==> src/rtl/poly_note_ctrl.sv <==
// Polyphonic note front-end: per-key debounce, source select, serial note-on/off event stream
// with first-free voice allocation, and the saturating pitch-shift register.
module poly_note_ctrl #(
  parameter int unsigned NKEYS     = 10,
  parameter int unsigned NVOICES   = 4,
  parameter int unsigned DB_COUNT  = 255,
  parameter int unsigned DB_WIDTH  = 8,
  parameter int unsigned SHIFT_MAX = 12,
  localparam int unsigned KW = (NKEYS > 1) ? $clog2(NKEYS) : 1,
  localparam int unsigned VW = (NVOICES > 1) ? $clog2(NVOICES) : 1,
  localparam int unsigned SW = $clog2(2 * SHIFT_MAX + 1)
) (
  input  logic                  clk,
  input  logic                  rst_n,
  input  logic [NKEYS-1:0]      key_raw,
  input  logic [NKEYS-1:0]      dist_note,
  input  logic [NKEYS-1:0]      auto_note,
  input  logic [1:0]            src_sel,
  input  logic                  shift_up,
  input  logic                  shift_dn,
  output logic [SW-1:0]         pitch_shift,
  output logic                  ev_valid,
  input  logic                  ev_ready,
  output logic                  ev_on,
  output logic [KW-1:0]         ev_key,
  output logic [VW-1:0]         ev_voice,
  output logic [NVOICES-1:0]    voice_active,
  output logic [NVOICES*KW-1:0] voice_key,
  output logic [VW:0]           active_cnt
);

  localparam logic [SW-1:0] ShiftCentre = SW'(SHIFT_MAX);
  localparam logic [SW-1:0] ShiftTop    = SW'(2 * SHIFT_MAX);

  logic [NKEYS-1:0][DB_WIDTH-1:0] db_cnt_q, db_cnt_d;
  logic [NKEYS-1:0]               db_out_q, db_out_d;
  logic [NKEYS-1:0]               note_vec_q, note_vec_d;
  logic [NKEYS-1:0]               held_q, held_d;
  logic [NVOICES-1:0]             voice_active_q, voice_active_d;
  logic [NVOICES-1:0][KW-1:0]     voice_key_q, voice_key_d;
  logic                           ev_valid_q, ev_valid_d;
  logic                           ev_on_q, ev_on_d;
  logic [KW-1:0]                  ev_key_q, ev_key_d;
  logic [VW-1:0]                  ev_voice_q, ev_voice_d;
  logic [SW-1:0]                  pitch_q, pitch_d;

  // Scanner decode
  logic [NKEYS-1:0] diff;
  logic             scan_en;
  logic             found;
  logic             is_press;
  logic [KW-1:0]    k_sel;
  logic             rel_hit;
  logic [VW-1:0]    rel_v;
  logic             free_hit;
  logic [VW-1:0]    free_v;

  // Debounce: output toggles once the raw input has disagreed for DB_COUNT+1 cycles in a row.
  always_comb begin
    db_cnt_d = db_cnt_q;
    db_out_d = db_out_q;
    for (int k = 0; k < int'(NKEYS); k++) begin
      if (key_raw[k] != db_out_q[k]) begin
        if (db_cnt_q[k] == DB_WIDTH'(DB_COUNT)) begin
          db_out_d[k] = ~db_out_q[k];
          db_cnt_d[k] = '0;
        end else begin
          db_cnt_d[k] = db_cnt_q[k] + 1'b1;
        end
      end else begin
        db_cnt_d[k] = '0;
      end
    end
  end

  always_comb begin
    note_vec_d = '0;
    unique case (src_sel)
      2'd0:    note_vec_d = db_out_q;
      2'd1:    note_vec_d = dist_note;
      2'd2:    note_vec_d = auto_note;
      2'd3:    note_vec_d = '0;
      default: note_vec_d = '0;
    endcase
  end

  // Lowest differing key, the voice holding it, and the lowest free voice.
  always_comb begin
    diff     = note_vec_q ^ held_q;
    scan_en  = !ev_valid_q || ev_ready;
    found    = 1'b0;
    is_press = 1'b0;
    k_sel    = '0;
    for (int k = int'(NKEYS) - 1; k >= 0; k--) begin
      if (diff[k]) begin
        found    = 1'b1;
        is_press = note_vec_q[k];
        k_sel    = KW'(k);
      end
    end
    rel_hit  = 1'b0;
    rel_v    = '0;
    free_hit = 1'b0;
    free_v   = '0;
    for (int v = int'(NVOICES) - 1; v >= 0; v--) begin
      if (voice_active_q[v] && (voice_key_q[v] == k_sel)) begin
        rel_hit = 1'b1;
        rel_v   = VW'(v);
      end
      if (!voice_active_q[v]) begin
        free_hit = 1'b1;
        free_v   = VW'(v);
      end
    end
  end

  always_comb begin
    held_d         = held_q;
    voice_active_d = voice_active_q;
    voice_key_d    = voice_key_q;
    ev_on_d        = ev_on_q;
    ev_key_d       = ev_key_q;
    ev_voice_d     = ev_voice_q;
    ev_valid_d     = ev_valid_q && !ev_ready;
    if (scan_en && found) begin
      held_d[k_sel] = is_press;
      if (!is_press) begin
        // A key committed without a voice releases silently.
        if (rel_hit) begin
          voice_active_d[rel_v] = 1'b0;
          ev_valid_d            = 1'b1;
          ev_on_d               = 1'b0;
          ev_key_d              = k_sel;
          ev_voice_d            = rel_v;
        end
      end else if (free_hit) begin
        voice_active_d[free_v] = 1'b1;
        voice_key_d[free_v]    = k_sel;
        ev_valid_d             = 1'b1;
        ev_on_d                = 1'b1;
        ev_key_d               = k_sel;
        ev_voice_d             = free_v;
      end
    end
  end

  always_comb begin
    pitch_d = pitch_q;
    if (shift_up && !shift_dn && (pitch_q != ShiftTop)) begin
      pitch_d = pitch_q + 1'b1;
    end else if (shift_dn && !shift_up && (pitch_q != '0)) begin
      pitch_d = pitch_q - 1'b1;
    end
  end

  always_ff @(posedge clk or negedge rst_n) begin
    if (!rst_n) begin
      db_cnt_q       <= '0;
      db_out_q       <= '0;
      note_vec_q     <= '0;
      held_q         <= '0;
      voice_active_q <= '0;
      voice_key_q    <= '0;
      ev_valid_q     <= 1'b0;
      ev_on_q        <= 1'b0;
      ev_key_q       <= '0;
      ev_voice_q     <= '0;
      pitch_q        <= ShiftCentre;
    end else begin
      db_cnt_q       <= db_cnt_d;
      db_out_q       <= db_out_d;
      note_vec_q     <= note_vec_d;
      held_q         <= held_d;
      voice_active_q <= voice_active_d;
      voice_key_q    <= voice_key_d;
      ev_valid_q     <= ev_valid_d;
      ev_on_q        <= ev_on_d;
      ev_key_q       <= ev_key_d;
      ev_voice_q     <= ev_voice_d;
      pitch_q        <= pitch_d;
    end
  end

  always_comb begin
    active_cnt = '0;
    for (int v = 0; v < int'(NVOICES); v++) begin
      active_cnt = active_cnt + (VW + 1)'(voice_active_q[v]);
    end
  end

  assign pitch_shift  = pitch_q;
  assign ev_valid     = ev_valid_q;
  assign ev_on        = ev_on_q;
  assign ev_key       = ev_key_q;
  assign ev_voice     = ev_voice_q;
  assign voice_active = voice_active_q;
  assign voice_key    = voice_key_q;

endmodule

==> config.mk <==
export PLATFORM = sky130hd
export DESIGN_NAME = poly_note_ctrl
export DESIGN_NICKNAME = d
export VERILOG_FILES = /design/src/rtl/poly_note_ctrl.sv
export SDC_FILE = /design/constraint.sdc
export NUM_CORES = 1
export LEC_CHECK = 0
export CORE_UTILIZATION = 50
export DETAILED_ROUTE_END_ITERATION = 6
export HOLD_SLACK_MARGIN = 0.1
export PLACE_DENSITY_LB_ADDON = 0.08
export SKIP_LAST_GASP = 1
export SLEW_MARGIN = 20
export SYNTH_ARGS = -nofsm -noshare
export SYNTH_HDL_FRONTEND = slang
export SYNTH_SLANG_ARGS = --single-unit
==> constraint.sdc <==
create_clock -name clk -period 2.85 [get_ports clk]
set_input_delay 0.57 -clock clk [delete_from_list [all_inputs] [get_ports clk]]
set_output_delay 0.57 -clock clk [all_outputs]
set_load 0.005 [all_outputs]
# Word level (Yosys, flattened, before mapping)
# Index checks and enable logic that the tools add are counted.
totals:
  regBits: 143
  latchBits: 0
  mem_bits_rw: 0
  romBits: 0
  input_bits: 37
  out_inout_bits: 36
  word_cells: 225
  memories: 0
classes:
  add_sub_neg: 15
  mul: 0
  n_div: 0
  n_lt_le_gt_ge: 6
  n_eq_ne: 29
  shift: 0
  n_mux: 95
  bitwise: 14
  n_reduce_logical: 34
ops:
  columns: ["cell", "count"]
  rows:
  - ["$mux W8", 20]
  - ["$add A8 B1 Y8 const B", 10]
  - ["$eq A8 B8 Y1 const B", 10]
  - ["$mux W4", 17]
  - ["$pmux W10 S4", 1]
  - ["$mux W1", 38]
  - ["$mux W2", 11]
  - ["$reduce_and A2 Y1", 10]
  - ["$bwmux W16", 1]
  - ["$eq A4 B4 Y1", 4]
  - ["$logic_and A1 B1 Y1", 13]
  - ["$bwmux W10", 1]
  - ["$mux W5", 2]
  - ["$ne A1 B1 Y1", 10]
  - ["$not A1 Y1", 10]
  - ["$xor A10 B10 Y10", 1]
  - ["$demux W4 S2", 1]
  - ["$lt A2 B3 Y1 const B", 2]
  - ["$reduce_and A3 Y1", 2]
  - ["$add A5 B1 Y5 const B", 1]
  - ["$lt A4 B5 Y1 const B", 1]
  - ["$ne A5 B5 Y1 const B", 1]
  - ["$reduce_bool A5 Y1", 1]
  - ["$sub A5 B1 Y5 const B", 1]
  - ["other kinds (17)", 24]

# Depth between registers and ports, before layout
# Gate-level depths: netlist of the first run.
logic_depth:
  depth_word: 25
  depth_mapped: 12
  depth_no_buf: 11

# Worst setup path before layout of the first run
# Ideal clock, no wire load.
synth_path:
  path_type: "register to register"
  start: "register held_q[0]"
  end: "register ev_key_q[0], in the netlist ev_key[0]"
  setup_time_ns: 0.125
  arrival_ns: 2.715
  required_ns: 2.725
  path_slack_ns: 0.011
  stages_incl_launch_ff: 11
  path_buffers: 1
  period_less_slack_ns: 2.839
  cell_sequence: "dfrtp_1 -> xor2_2 -> nor4_2 -> and3_1 -> buf_2 -> xnor2_1 -> nand2_1 -> nor3_1 -> nor4_1 -> a311oi_4 -> mux2_2"
synth_via:
  elab_chain_cells: 10
  elab_cells_between_ends: 23
  cone_classes: "eq/ne (5); mux (10); bitwise (1); reduce/logical (7)"
synth_lines:
  columns: ["element", "line_no", "text"]
  rows:
  - ["from (decl)", "38", "logic [NKEYS-1:0] held_q, held_d;"]
  - ["from (signal assigned)", "173", "held_q <= held_d;"]
  - ["$xor A10 B10 Y10 *", "89", "diff = note_vec_q ^ held_q;"]
  - ["$mux W4", "95", "if (diff[k]) begin"]
  - ["$eq A4 B4 Y1", "106", "if (voice_active_q[v] && (voice_key_q[v] == k_sel)) begin"]
  - ["$logic_and A1 B1 Y1", "106", null]
  - ["$mux W1 (4 in series)", "106", null]
  - ["$reduce_bool A2 Y1 (no line)", null, null]
  - ["$reduce_and A3 Y1 (no line)", null, null]
  - ["to (signal assigned)", "178", "ev_key_q <= ev_key_d;"]
  - ["to (decl)", "43", "logic [KW-1:0] ev_key_q, ev_key_d;"]
# Every way passes the cells marked *; elsewhere a longest branch is shown, timed or not. The select of a mux whose other input is x is not followed.
# A chain may end at the register's enable or synchronous reset.

# Worst setup path in the final report of the first run
layout_path:
  start: "register note_vec_q[7]"
  end: "register ev_voice_q[0], in the netlist ev_voice[0]"
layout_via:
  elab_chain_cells: 17
  elab_cells_between_ends: 47
  cone_classes: "eq/ne (5); mux (34); bitwise (1); reduce/logical (7)"
layout_lines:
  columns: ["element", "line_no", "text"]
  rows:
  - ["from (decl)", "37", "logic [NKEYS-1:0] note_vec_q, note_vec_d;"]
  - ["from (signal assigned)", "172", "note_vec_q <= note_vec_d;"]
  - ["$xor A10 B10 Y10", "89", null]
  - ["$mux W4 (8 in series)", "95", null]
  - ["$eq A4 B4 Y1", "106", null]
  - ["$logic_and A1 B1 Y1", "106", null]
  - ["$mux W1 / $mux W2 (equally long branches) (4 in series)", "106", null]
  - ["$reduce_bool A2 Y1 (no line) / $mux W2 (equally long branches)", null, null]
  - ["$reduce_and A3 Y1 (no line) / $mux W2 (equally long branches)", null, null]
  - ["to (signal assigned)", "179", "ev_voice_q <= ev_voice_d;"]
  - ["to (decl)", "44", "logic [VW-1:0] ev_voice_q, ev_voice_d;"]
# Several ways; a longest one is shown, not always the timed one. The select of a mux whose other input is x is not followed.

==> results of run 1 <==
## metal layers
layer  GRT usage  wire, um  vias to the layer above
met3      0.0390       443                       25
met2       0.372      7390                       88
met4      0.0861       274                        0
li1            -         -                     2671
met1       0.275      6910                     2635
met5           0         0                        -
## through the flow
stage / power [mW] / hold slack (ns)
after floorplan: 4.58 / 0.274
after global placement: 5.92 / 0.463
after detailed placement: 6.01 / 0.481
after CTS: 8.49 / 0.492
after global routing: 9.17 / 0.507
final: 8.63 / 0.489
## final cells by class
type                            instances  area (sq um)  share of cell area
Clock buffer                           20           457              0.0487
Inverter                               13          48.8             0.00520
Multi-Input combinational cell        530          3720               0.396
Timing Repair Buffer                  128          1170               0.125
Sequential cell                       143          3580               0.382
Tap cell                              180           225              0.0240
Clock inverter                         12           183              0.0195
## registers in the layout (all words and copies together), names as in the netlist
register / flops
voice_active: 4
pitch_shift: 5
db_out_q: 10
note_vec_q: 10
held_q: 10
voice_key: 16
ev_on: 1
db_cnt_q: 80
ev_voice: 2
ev_valid: 1
ev_key: 4
## repair_timing
action / CTS / global route
gates resized for setup: 10 / 15
buffers inserted: 3 / 9
pin swaps: 2 / 8
endpoints found under the setup margin: 7 / 25
hold buffers: 1 / 0
hold endpoints to repair: 2 / 0
## synth_stat cells, types with 2 or more instances
library cell / number
nor4_1: 3
o21ai_0: 24
o31ai_1: 4
clkbuf_1: 8
and3_1: 21
mux2i_1: 12
nand2b_1: 7
xnor2_1: 41
dfstp_2: 2
a31oi_1: 5
a22o_1: 2
nand2_1: 51
o211ai_1: 2
mux2_2: 41
dfrtp_1: 141
o21ai_1: 2
xor2_1: 63
xor2_2: 2
nand3_1: 57
ha_1: 18
nand4_1: 5
nor4_2: 2
nor2b_1: 12
nor3b_1: 3
a21oi_1: 13
fa_1: 2
inv_1: 13
a21o_1: 5
nand3b_1: 3
or2_2: 12
and2_1: 8
buf_2: 2
nor3_1: 11
nor2_1: 85
## worst max-delay path by stage
stage | from | endpoint | slack (ns) | cells past startpoint
floorplan | held_q[0] | ev_key[0] | 0.01 | 10
global placement | note_vec_q[5] | ev_key[3] | 0.005 | 10
detailed placement | held_q[0] | ev_key[0] | -0.08 | 9
CTS | note_vec_q[5] | ev_key[0] | -0.002 | 11
global route | note_vec_q[7] | ev_voice[0] | -0.12 | 12
finish | note_vec_q[7] | ev_voice[0] | 0.03 | 12
## logic make-up (layout without fill, tap and decap cells)
kind of cell,Yosys count,after routing
muxes,53,53
AOI/OAI and AO/OA,67,67
buffers and inverters,25,173
and+or+nand+nor,284,284
xor gates and xnor gates,106,106
DFF,143,143
adders and majority gates,20,20
## worst max-delay path: stages (launching register included)
cell and delay, ns:
dfrtp_1 0.41, xor2_2 0.20, nor4_2 0.26, buf_4 0.18, and3_4 0.19, buf_12 0.12
xnor2_2 0.06, nand4_1 0.14, buf_4 0.14, or4b_4 0.45, nor2b_1 0.14, o31ai_1 0.26
mux2_4 0.19
## power by group through the flow
stage,combinational [mW],clock (mW),sequential (mW)
2_1_floorplan,1.85,0,2.73
3_3_place_gp,3.17,0,2.74
3_5_place_dp,3.25,0,2.76
4_1_cts,3.35,2.41,2.73
5_1_grt,3.89,2.49,2.80
6_report,3.52,2.36,2.74
==> run_results.csv, run 1 <==
group,metric,value,unit
timing,tns,0,ns
finish,layout.nets,890,
worst_setup_path,worstReg2RegStart,"note_vec_q[7]",
timing,period_minus_slack,2.82,ns
floorplan,start_util,0.519,
min_path,hold_depth,1,
synth,synth_top_family_by_area,"simple AND/OR/NAND/NOR gates",
synth,synth_edf_count,0,
clock_network,cts_made_buffers,17,
global_route,grt_use_total,0.219,
synth,seq_area_frac_synth,0.491,
placement,gp_congestion,0.821,
power_and_ir_drop,leakage,4.25,nW
global_route,grt_max_degree,81,
synth,syn_nets,755,
worst_setup_path,ff2ff_setup_slack,0.03,ns
clock_network,worstSkewPairLatency,0.42,ns
power_and_ir_drop,power_frac_seq,0.318,
finish,area_growth,28.7,%
finish,n_fill_cell,1053,
synth,synth_top_cell_by_area,"dfrtp_1",
timing,rsz0062_at_grt,"yes",
global_route,grt_pass1_wl,25.4,mm
clock_network,clk_path_buf_depth,2,
timing,hold_viol,0,
power_and_ir_drop,pwr-share-clk,0.274,
floorplan,die_area,15100,sq um
min_path,min_path_type,"reg2reg",
synth,synth-xor-area-share,0.129,
timing,setup_slack,0.0335,ns
floorplan,core_area,14000,sq um
drt,routed_wl,15.0,mm
floorplan,fp-row-count,43,
synth,ys_ff_latch,143,
synth,ys_warn_count,0,
clock_network,clock-root-buffer,"clkbuf_16",
synth,netlist_instances,698,
timing,tightest_slew,0.895,ns
drt,vias_per_cell,5.28,
timing,fin_skew,0.00543,ns
placement,dp_slack,-0.0790,ns
synth,synth_fa_ha_area_frac,0.0364,
power_and_ir_drop,vdd_drop_max,495,uV
synth,synth_top_area_frac,0.484,
synth,synthDistinctLibCells,50,
finish,drive_gt1_frac,0.199,
synth,synth.area.mux_share,0.0798,
finish,fin_cells,1026,
synth,avgSynthCellArea,10.4,sq um
timing,period_share,0.988,
synth,synthFlopType,"dfrtp_1",
worst_setup_path,crit_arrival,3.18,ns
worst_setup_path,crit_required,3.21,ns
run,maxCapViolations,0,
synth,synth_area,7290,sq um
power_and_ir_drop,power_density,919,nW/um^2
finish,mostFrequentLayoutCell,"dfrtp_1",
finish,stdcell_area,9390,sq um
drt,drtPass1Iterations,4,
synth,synthSimpleGateAreaFrac,0.189,
clock_network,cts_tree,"yes",
drt,drc,0,
power_and_ir_drop,combinationalPowerShare,0.408,
drt,drtIter0Drc,244,
placement,dpl.cell_count,981,
placement,port_buffers,72,
global_route,grt_antenna_before_repair,0,
global_route,grt_pass1_vias,5518,
min_path,min_from,"db_cnt_q[64]",
clock_network,htreeDepth,4,
placement,placed_cell_area,8530,sq um
synth,synth_compound_area_frac,0.0599,
timing,slew_violations,0,
floorplan,die_w,123,um
worst_setup_path,cp-start-kind,"register",
clock_network,clkTransAtPathRegs,0.06,ns
timing,setup_viol,0,
worst_setup_path,worstSetupPathType,"reg2reg",
floorplan,fp.dieH,123,um
clock_network,clkSinkCount,143,
power_and_ir_drop,p_int,5.78,mW
synth,yosys-top-cells-area,"dfrtp_1 (48%), xor2_1 (7.6%), mux2_2 (6.3%)",
timing,fmax,355,MHz
drt,ant_nets,0,
worst_setup_path,path_max_fanout,7,
finish,final_core_util,0.668,
timing,max-slew-margin-rel,0.402,
power_and_ir_drop,p_switching,2.85,mW
worst_setup_path,r2r_cells,12,
finish,n_antenna_cell,0,
outcome,status,"complete, no violations",
power_and_ir_drop,switching_share,0.330,
worst_setup_path,r2r_end,"ev_voice[0]",
floorplan,ios,73,
finish,layout_common_cells,"dfrtp_1 (140), nor2_1 (85), clkdlybuf4s50_1 (68), xor2_1 (59), nand3_1 (57)",
synth,async_flop_share,1.00,
drt,wl_per_cell,14.6,um
worst_setup_path,cp-end-kind,"register",
global_route,gr-total-overflow,0,
placement,dp_hpwl,10.9,mm
drt,num_vias,5419,
min_path,hold_end,"db_cnt_q[64]",
Power figures use the tool's default switching activity.
==> inputs of run 2 (changes only) <==
--- a/config.mk
+++ b/config.mk
@@ -14,3 +14,4 @@
 export SYNTH_ARGS = -nofsm -noshare
 export SYNTH_HDL_FRONTEND = slang
 export SYNTH_SLANG_ARGS = --single-unit
+export TNS_END_PERCENT = 30
==> run 2 against run 1 <==
  * Via count grew 0.59%
  * Cell count is essentially flat
  * Global-route usage about the same
  * Core utilization increased by 0.42 points
  * Critical path depth stayed put
  * Setup slack got worse by 0.021 ns
  * Sequential power is essentially flat
  * First-iteration DRC count is 0.41% higher
  * Die area stayed put
  * Critical path type unchanged
  * Critical endpoint unchanged
  * Largest cell class unchanged
==> run_results.csv, run 2 (synthesis results as in run 1) <==
group,metric,value,unit
drt,num_vias,5451,
min_path,min_path_type,"reg2reg",
floorplan,die_area,15100,sq um
clock_network,worstSkewPairLatency,0.42,ns
global_route,grt_max_degree,81,
floorplan,ios,73,
power_and_ir_drop,leakage,4.24,nW
timing,slew_violations,0,
finish,layout.nets,889,
placement,dp_hpwl,10.9,mm
timing,tns,0,ns
power_and_ir_drop,total_power,8.78,mW
worst_setup_path,crit_required,3.21,ns
clock_network,clkSinkCount,143,
timing,period_minus_slack,2.84,ns
worst_setup_path,ff2ff_setup_slack,0.01,ns
finish,multi_input_comb_area,3770,sq um
clock_network,cts_tree,"yes",
finish,area_growth,29.5,%
global_route,grt_pass1_wl,25.3,mm
power_and_ir_drop,vdd_drop_max,504,uV
timing,setup_viol,0,
finish,mostFrequentLayoutCell,"dfrtp_1",
floorplan,die_w,123,um
clock_network,clk_path_buf_depth,2,
worst_setup_path,r2r_end,"ev_voice[0]",
min_path,min_from,"db_cnt_q[64]",
drt,drtPass1Iterations,4,
clock_network,cts_made_buffers,17,
global_route,gr-total-overflow,0,
worst_setup_path,worstSetupPathType,"reg2reg",
global_route,grt_antenna_before_repair,0,
drt,vias_per_cell,5.32,
run,maxCapViolations,0,
timing,tightest_slew,0.902,ns
power_and_ir_drop,power_density,930,nW/um^2
finish,drive_gt1_frac,0.199,
drt,ant_nets,0,
drt,routed_wl,15.1,mm
clock_network,clock-root-buffer,"clkbuf_16",
timing,period_share,0.996,
finish,regMostFlops,"db_cnt_q",
clock_network,clkTransAtPathRegs,0.06,ns
timing,max-slew-margin-rel,0.398,
worst_setup_path,r2r_cells,12,
drt,drtIter0Drc,245,
worst_setup_path,worstReg2RegStart,"note_vec_q[7]",
min_path,hold_depth,1,
global_route,grt_use_total,0.218,
outcome,status,"complete, no violations",
worst_setup_path,path_max_fanout,5,
drt,wl_per_cell,14.8,um
finish,n_fill_cell,1041,
placement,gp_congestion,0.821,
timing,hold_viol,0,
finish,largest_register_ff_count,80,
global_route,grt_pass1_vias,5513,
worst_setup_path,crit_arrival,3.20,ns
clock_network,htreeDepth,4,
worst_setup_path,cp-start-kind,"register",
finish,n_antenna_cell,0,
floorplan,core_area,14000,sq um
finish,layout_common_cells,"dfrtp_1 (140), nor2_1 (85), clkdlybuf4s50_1 (70), xor2_1 (60), nand3_1 (57)",
worst_setup_path,cp-end-kind,"register",
floorplan,fp-row-count,43,
timing,fmax,352,MHz
timing,fin_skew,0.00472,ns
drt,drc,0,
floorplan,fp.dieH,123,um
finish,seqCellArea,3580,sq um
floorplan,start_util,0.519,
min_path,hold_end,"db_cnt_q[64]",
placement,port_buffers,72,
timing,holdWs,0.491,ns
timing,rsz0062_at_grt,"yes",
==> run 2: changes by cell type in the layout (fill, tap and decap cells not counted), moves of 2 or more <==
cell,delta
nor3_4,+2
xnor2_1,-2
dlymetal6s2s_1,-2
mux2_2,-4
nor3_2,-2
clkdlybuf4s50_1,+2
mux2_4,+4
==> run 2: area by class of cell <==
| type | count | area share |
|---|---|---|
| Clock buffer | 20 | 0.0484 |
| Clock inverter | 12 | 0.0193 |
| Inverter | 13 | 0.00517 |
| Multi-Input combinational cell | 530 | 0.399 |
| Sequential cell | 143 | 0.379 |
| Tap cell | 180 | 0.0238 |
| Timing Repair Buffer | 127 | 0.125 |
==> run 2: timing repair <==
item	in CTS	in global routing
cloned	0	0
setup buffers	3	8
hold endpoints to repair	2	0
pin swaps	2	11
endpoints found under the setup margin	7	25
hold buffers	1	0
resized for setup	9	23
==> run 2: per-stage QoR <==
stage	util	setup slack (ns)	cell area [sq um]	instances
2_1_floorplan	-	0.0107	7290	698
3_3_place_gp	0.608	0.00544	8530	981
3_5_place_dp	0.608	-0.0790	8530	981
4_1_cts	0.659	-0.0275	9250	1017
5_1_grt	0.673	-0.133	9450	1025
6_report	0.673	0.0121	9450	1025
==> run 2: routing by layer <==
layer | up-vias | GRT usage | share of wire | wire length (um)
met1 | 2660 | 0.274 | 0.46 | 6930
met3 | 27 | 0.0390 | 0.031 | 467
met2 | 100 | 0.372 | 0.49 | 7410
met5 | - | 0 | 0 | 0
met4 | 0 | 0.0861 | 0.021 | 316
li1 | 2664 | - | - | -
==> run 2: worst max-delay path by stage <==
stage,startpoint,to,slack (ns),depth (start not counted)
floorplan,held_q[0],ev_key[0],0.01,10
global placement,note_vec_q[5],ev_key[3],0.005,10
detailed placement,held_q[0],ev_key[0],-0.08,9
CTS,note_vec_q[4],ev_valid,-0.03,13
global route,note_vec_q[7],ev_voice[0],-0.13,12
finish,note_vec_q[7],ev_voice[0],0.01,12
==> run 2: power breakdown <==
part	internal, mW	leakage (nW)	switching [mW]
sequential	2.37	1.87	0.367
clock	1.52	0.303	0.848
combinational	1.96	2.07	1.72
total	5.85	4.24	2.93
==> run 2: critical path: stages, from the launching register on <==
cell and delay, ns:
dfrtp_1 0.41, xor2_2 0.20, nor4_2 0.26, buf_4 0.18, and3_4 0.19, buf_12 0.12, xnor2_2 0.06, nand4_1 0.15
buf_4 0.14, or4b_4 0.45, nor2b_1 0.15, o31ai_1 0.27, mux2_4 0.20
==> inputs of run 3 (changes only) <==
--- a/config.mk
+++ b/config.mk
@@ -5,7 +5,9 @@
 export SDC_FILE = /design/constraint.sdc
 export NUM_CORES = 1
 export LEC_CHECK = 0
+export ABC_AREA = 1
 export CORE_UTILIZATION = 50
+export CTS_CLUSTER_DIAMETER = 150
 export DETAILED_ROUTE_END_ITERATION = 6
 export HOLD_SLACK_MARGIN = 0.1
 export PLACE_DENSITY_LB_ADDON = 0.08
==> run 3 against run 2 <==
  * Fmax increased by 3.9%
  * Cell count up 12%
  * Die area fell by 0.98%
  * Largest power group unchanged
==> run_results.csv, run 3 <==
group,metric,value,unit
timing,fmax,366,MHz
placement,dpl.cell_count,1108,
global_route,gr-total-overflow,0,
global_route,grt_pass1_wl,26.2,mm
worst_setup_path,crit_required,2.28,ns
global_route,busiest_layer,"met2",
power_and_ir_drop,p_switching,2.88,mW
synth,seq_area_frac_synth,0.496,
clock_network,clkSinkCount,143,
synth,yosys-top-cells-area,"dfrtp_1 (49%), nand2_1 (9.8%), inv_1 (6.2%)",
worst_setup_path,crit_arrival,2.16,ns
floorplan,die_area,14900,sq um
min_path,min_path_type,"in2async",
synth,synth_edf_count,0,
outcome,status,"complete, no violations",
synth,synth-xor-area-share,0.0497,
placement,dp_hpwl,10.9,mm
timing,setup_slack,0.117,ns
synth,synth.area.mux_share,0.0185,
drt,drtPass1Iterations,4,
timing,tns,0,ns
power_and_ir_drop,p_int,4.96,mW
finish,drive_gt1_frac,0.101,
clock_network,clkTransAtPathRegs,0.06,ns
worst_setup_path,cp-end-kind,"primary output",
placement,port_buffers,72,
run,maxCapViolations,0,
timing,period_minus_slack,2.73,ns
synth,synthDistinctLibCells,36,
clock_network,clk_path_buf_depth,2,
timing,period_share,0.959,
worst_setup_path,worstSetupPathType,"reg2out",
timing,tightest_slew,0.757,ns
floorplan,start_util,0.516,
finish,layout_common_cells,"nand2_1 (188), dfrtp_1 (141), inv_1 (117), nor2_1 (99), clkdlybuf4s50_1 (69)",
finish,largest_register_ff_count,80,
synth,syn_nets,911,
drt,drtIter0Drc,330,
placement,gp_congestion,0.836,
clock_network,clock-root-buffer,"clkbuf_16",
floorplan,fp-row-count,43,
power_and_ir_drop,pwr-share-clk,0.288,
global_route,grtUsageMet3,0.0478,
global_route,met1_usage,0.282,
timing,rsz0062_at_grt,"no",
timing,hold_viol,0,
power_and_ir_drop,power_density,890,nW/um^2
finish,stdcell_area,8810,sq um
synth,synth.most_common_cell,"nand2_1",
synth,ys_warn_count,0,
clock_network,htreeDepth,4,
synth,synth_top_cell_by_area,"dfrtp_1",
synth,synth_compound_area_frac,0.0600,
worst_setup_path,r2r_cells,9,
synth,synthSimpleGateAreaFrac,0.268,
timing,fin_skew,0.0113,ns
finish,layout.nets,1007,
floorplan,core_area,14000,sq um
drt,routed_wl,14.8,mm
clock_network,cts_made_buffers,17,
worst_setup_path,path_max_fanout,3,
synth,synth_top_family_by_area,"simple AND/OR/NAND/NOR gates",
synth,ys_ff_latch,143,
drt,num_vias,5777,
power_and_ir_drop,leakage,4.23,nW
power_and_ir_drop,combinationalPowerShare,0.370,
floorplan,die_w,122,um
finish,area_growth,22.0,%
power_and_ir_drop,power_frac_seq,0.342,
synth,synth_fa_ha_area_frac,0.0367,
global_route,grt_max_degree,70,
finish,mostFrequentLayoutCell,"nand2_1",
synth,async_flop_share,1.00,
synth,netlist_instances,854,
synth,synth_top_area_frac,0.489,
placement,placed_cell_area,8180,sq um
floorplan,ios,73,
power_and_ir_drop,switching_share,0.368,
drt,wl_per_cell,12.9,um
drt,ant_nets,0,
global_route,gr-usage-met2,0.386,
timing,slew_violations,0,
synth,synthFlopType,"dfrtp_1",
synth,avgSynthCellArea,8.46,sq um
timing,setup_viol,0,
finish,regMostFlops,"db_cnt_q",
timing,max-slew-margin-rel,0.494,
floorplan,fp.dieH,122,um
finish,n_antenna_cell,0,
worst_setup_path,cp-start-kind,"register",
placement,dp_slack,0.150,ns
clock_network,worstSkewPairLatency,0.42,ns
synth,synth_area,7220,sq um
finish,fin_cells,1143,
power_and_ir_drop,vdd_drop_max,518,uV
global_route,grt_use_total,0.223,
global_route,grt_pass1_vias,5925,
drt,drc,0,
global_route,grt_antenna_before_repair,0,
synth,synth_commonest_cells,"nand2_1 (188), dfrtp_1 (141), inv_1 (119), nor2_1 (99), nand3_1 (65)",
drt,vias_per_cell,5.05,
clock_network,cts_tree,"yes",
[run 3: cell types whose count changed in the layout (fill, tap and decap cells not counted), moves of 20 or more]
| cell | delta |
|---|---|
| mux2_2 | -25 |
| buf_4 | -41 |
| nand2_1 | +138 |
| xor2_1 | -46 |
| inv_1 | +105 |
| a21oi_1 | +20 |
[run 3: area by class of cell]
cell class,count,area (sq um)
Tap cell,180,225
Timing Repair Buffer,82,811
Multi-Input combinational cell,582,3120
Sequential cell,143,3580
Clock inverter,13,151
Fill cell,1209,5180
Inverter,124,467
Clock buffer,19,453
[run 3: metrics by stage]
stage / util / hold WS [ns] / total power, mW
floorplan: - / 0.274 / 4.62
global placement: 0.585 / 0.443 / 5.54
detailed placement: 0.585 / 0.454 / 5.61
CTS: 0.630 / 0.184 / 7.91
global route: 0.630 / 0.207 / 8.44
finish: 0.630 / 0.160 / 7.84
[run 3: repair_timing]
item / in CTS / in global routing
hold buffers: 0 / 0
setup endpoints to repair: 3 / 1
buffers inserted: 3 / 0
resized for setup: 2 / 2
[run 3: cells by family after synthesis]
family | Yosys count
AO/OA/AOI/OAI | 82
XOR/XNOR | 41
adder cells (fa/ha/maj) | 20
buffers and inverters | 129
flip-flops | 143
multiplexers | 12
AND/OR/NAND/NOR | 427
[run 3: worst paths after layout]
kind	startpoint	end	slack (ns)
min	rst_n	db_cnt_q[77]	0.16
max reg2reg	pitch_shift[0]	pitch_shift[4]	0.33
min in group clk	db_cnt_q[64]	db_cnt_q[64]	0.46
max	voice_active[0]	active_cnt[0]	0.12
max in group asynchronous	rst_n	pitch_shift[3]	1.94
min reg2reg	db_cnt_q[64]	db_cnt_q[64]	0.46
[run 3: power groups by stage]
stage,clock (mW),combinational (mW),sequential [mW]
after floorplan,0,1.96,2.67
after global placement,0,2.83,2.70
after detailed placement,0,2.88,2.72
after CTS,2.29,2.93,2.68
after global routing,2.39,3.32,2.73
final,2.25,2.90,2.68
[run 3: metal layers]
metal	up-vias	part of all wire	routed length [um]
met3	12	0.034	502
met5	-	0	0
met1	2751	0.46	6800
li1	2918	-	-
met2	96	0.49	7280
met4	0	0.012	173
[run 3: worst max-delay path: stages (launching register included)]
cell,delay [ns]
dfrtp_1,0.37
inv_2,0.07
fa_1,0.53
inv_1,0.04
ha_1,0.26
clkdlybuf4s50_1,0.48
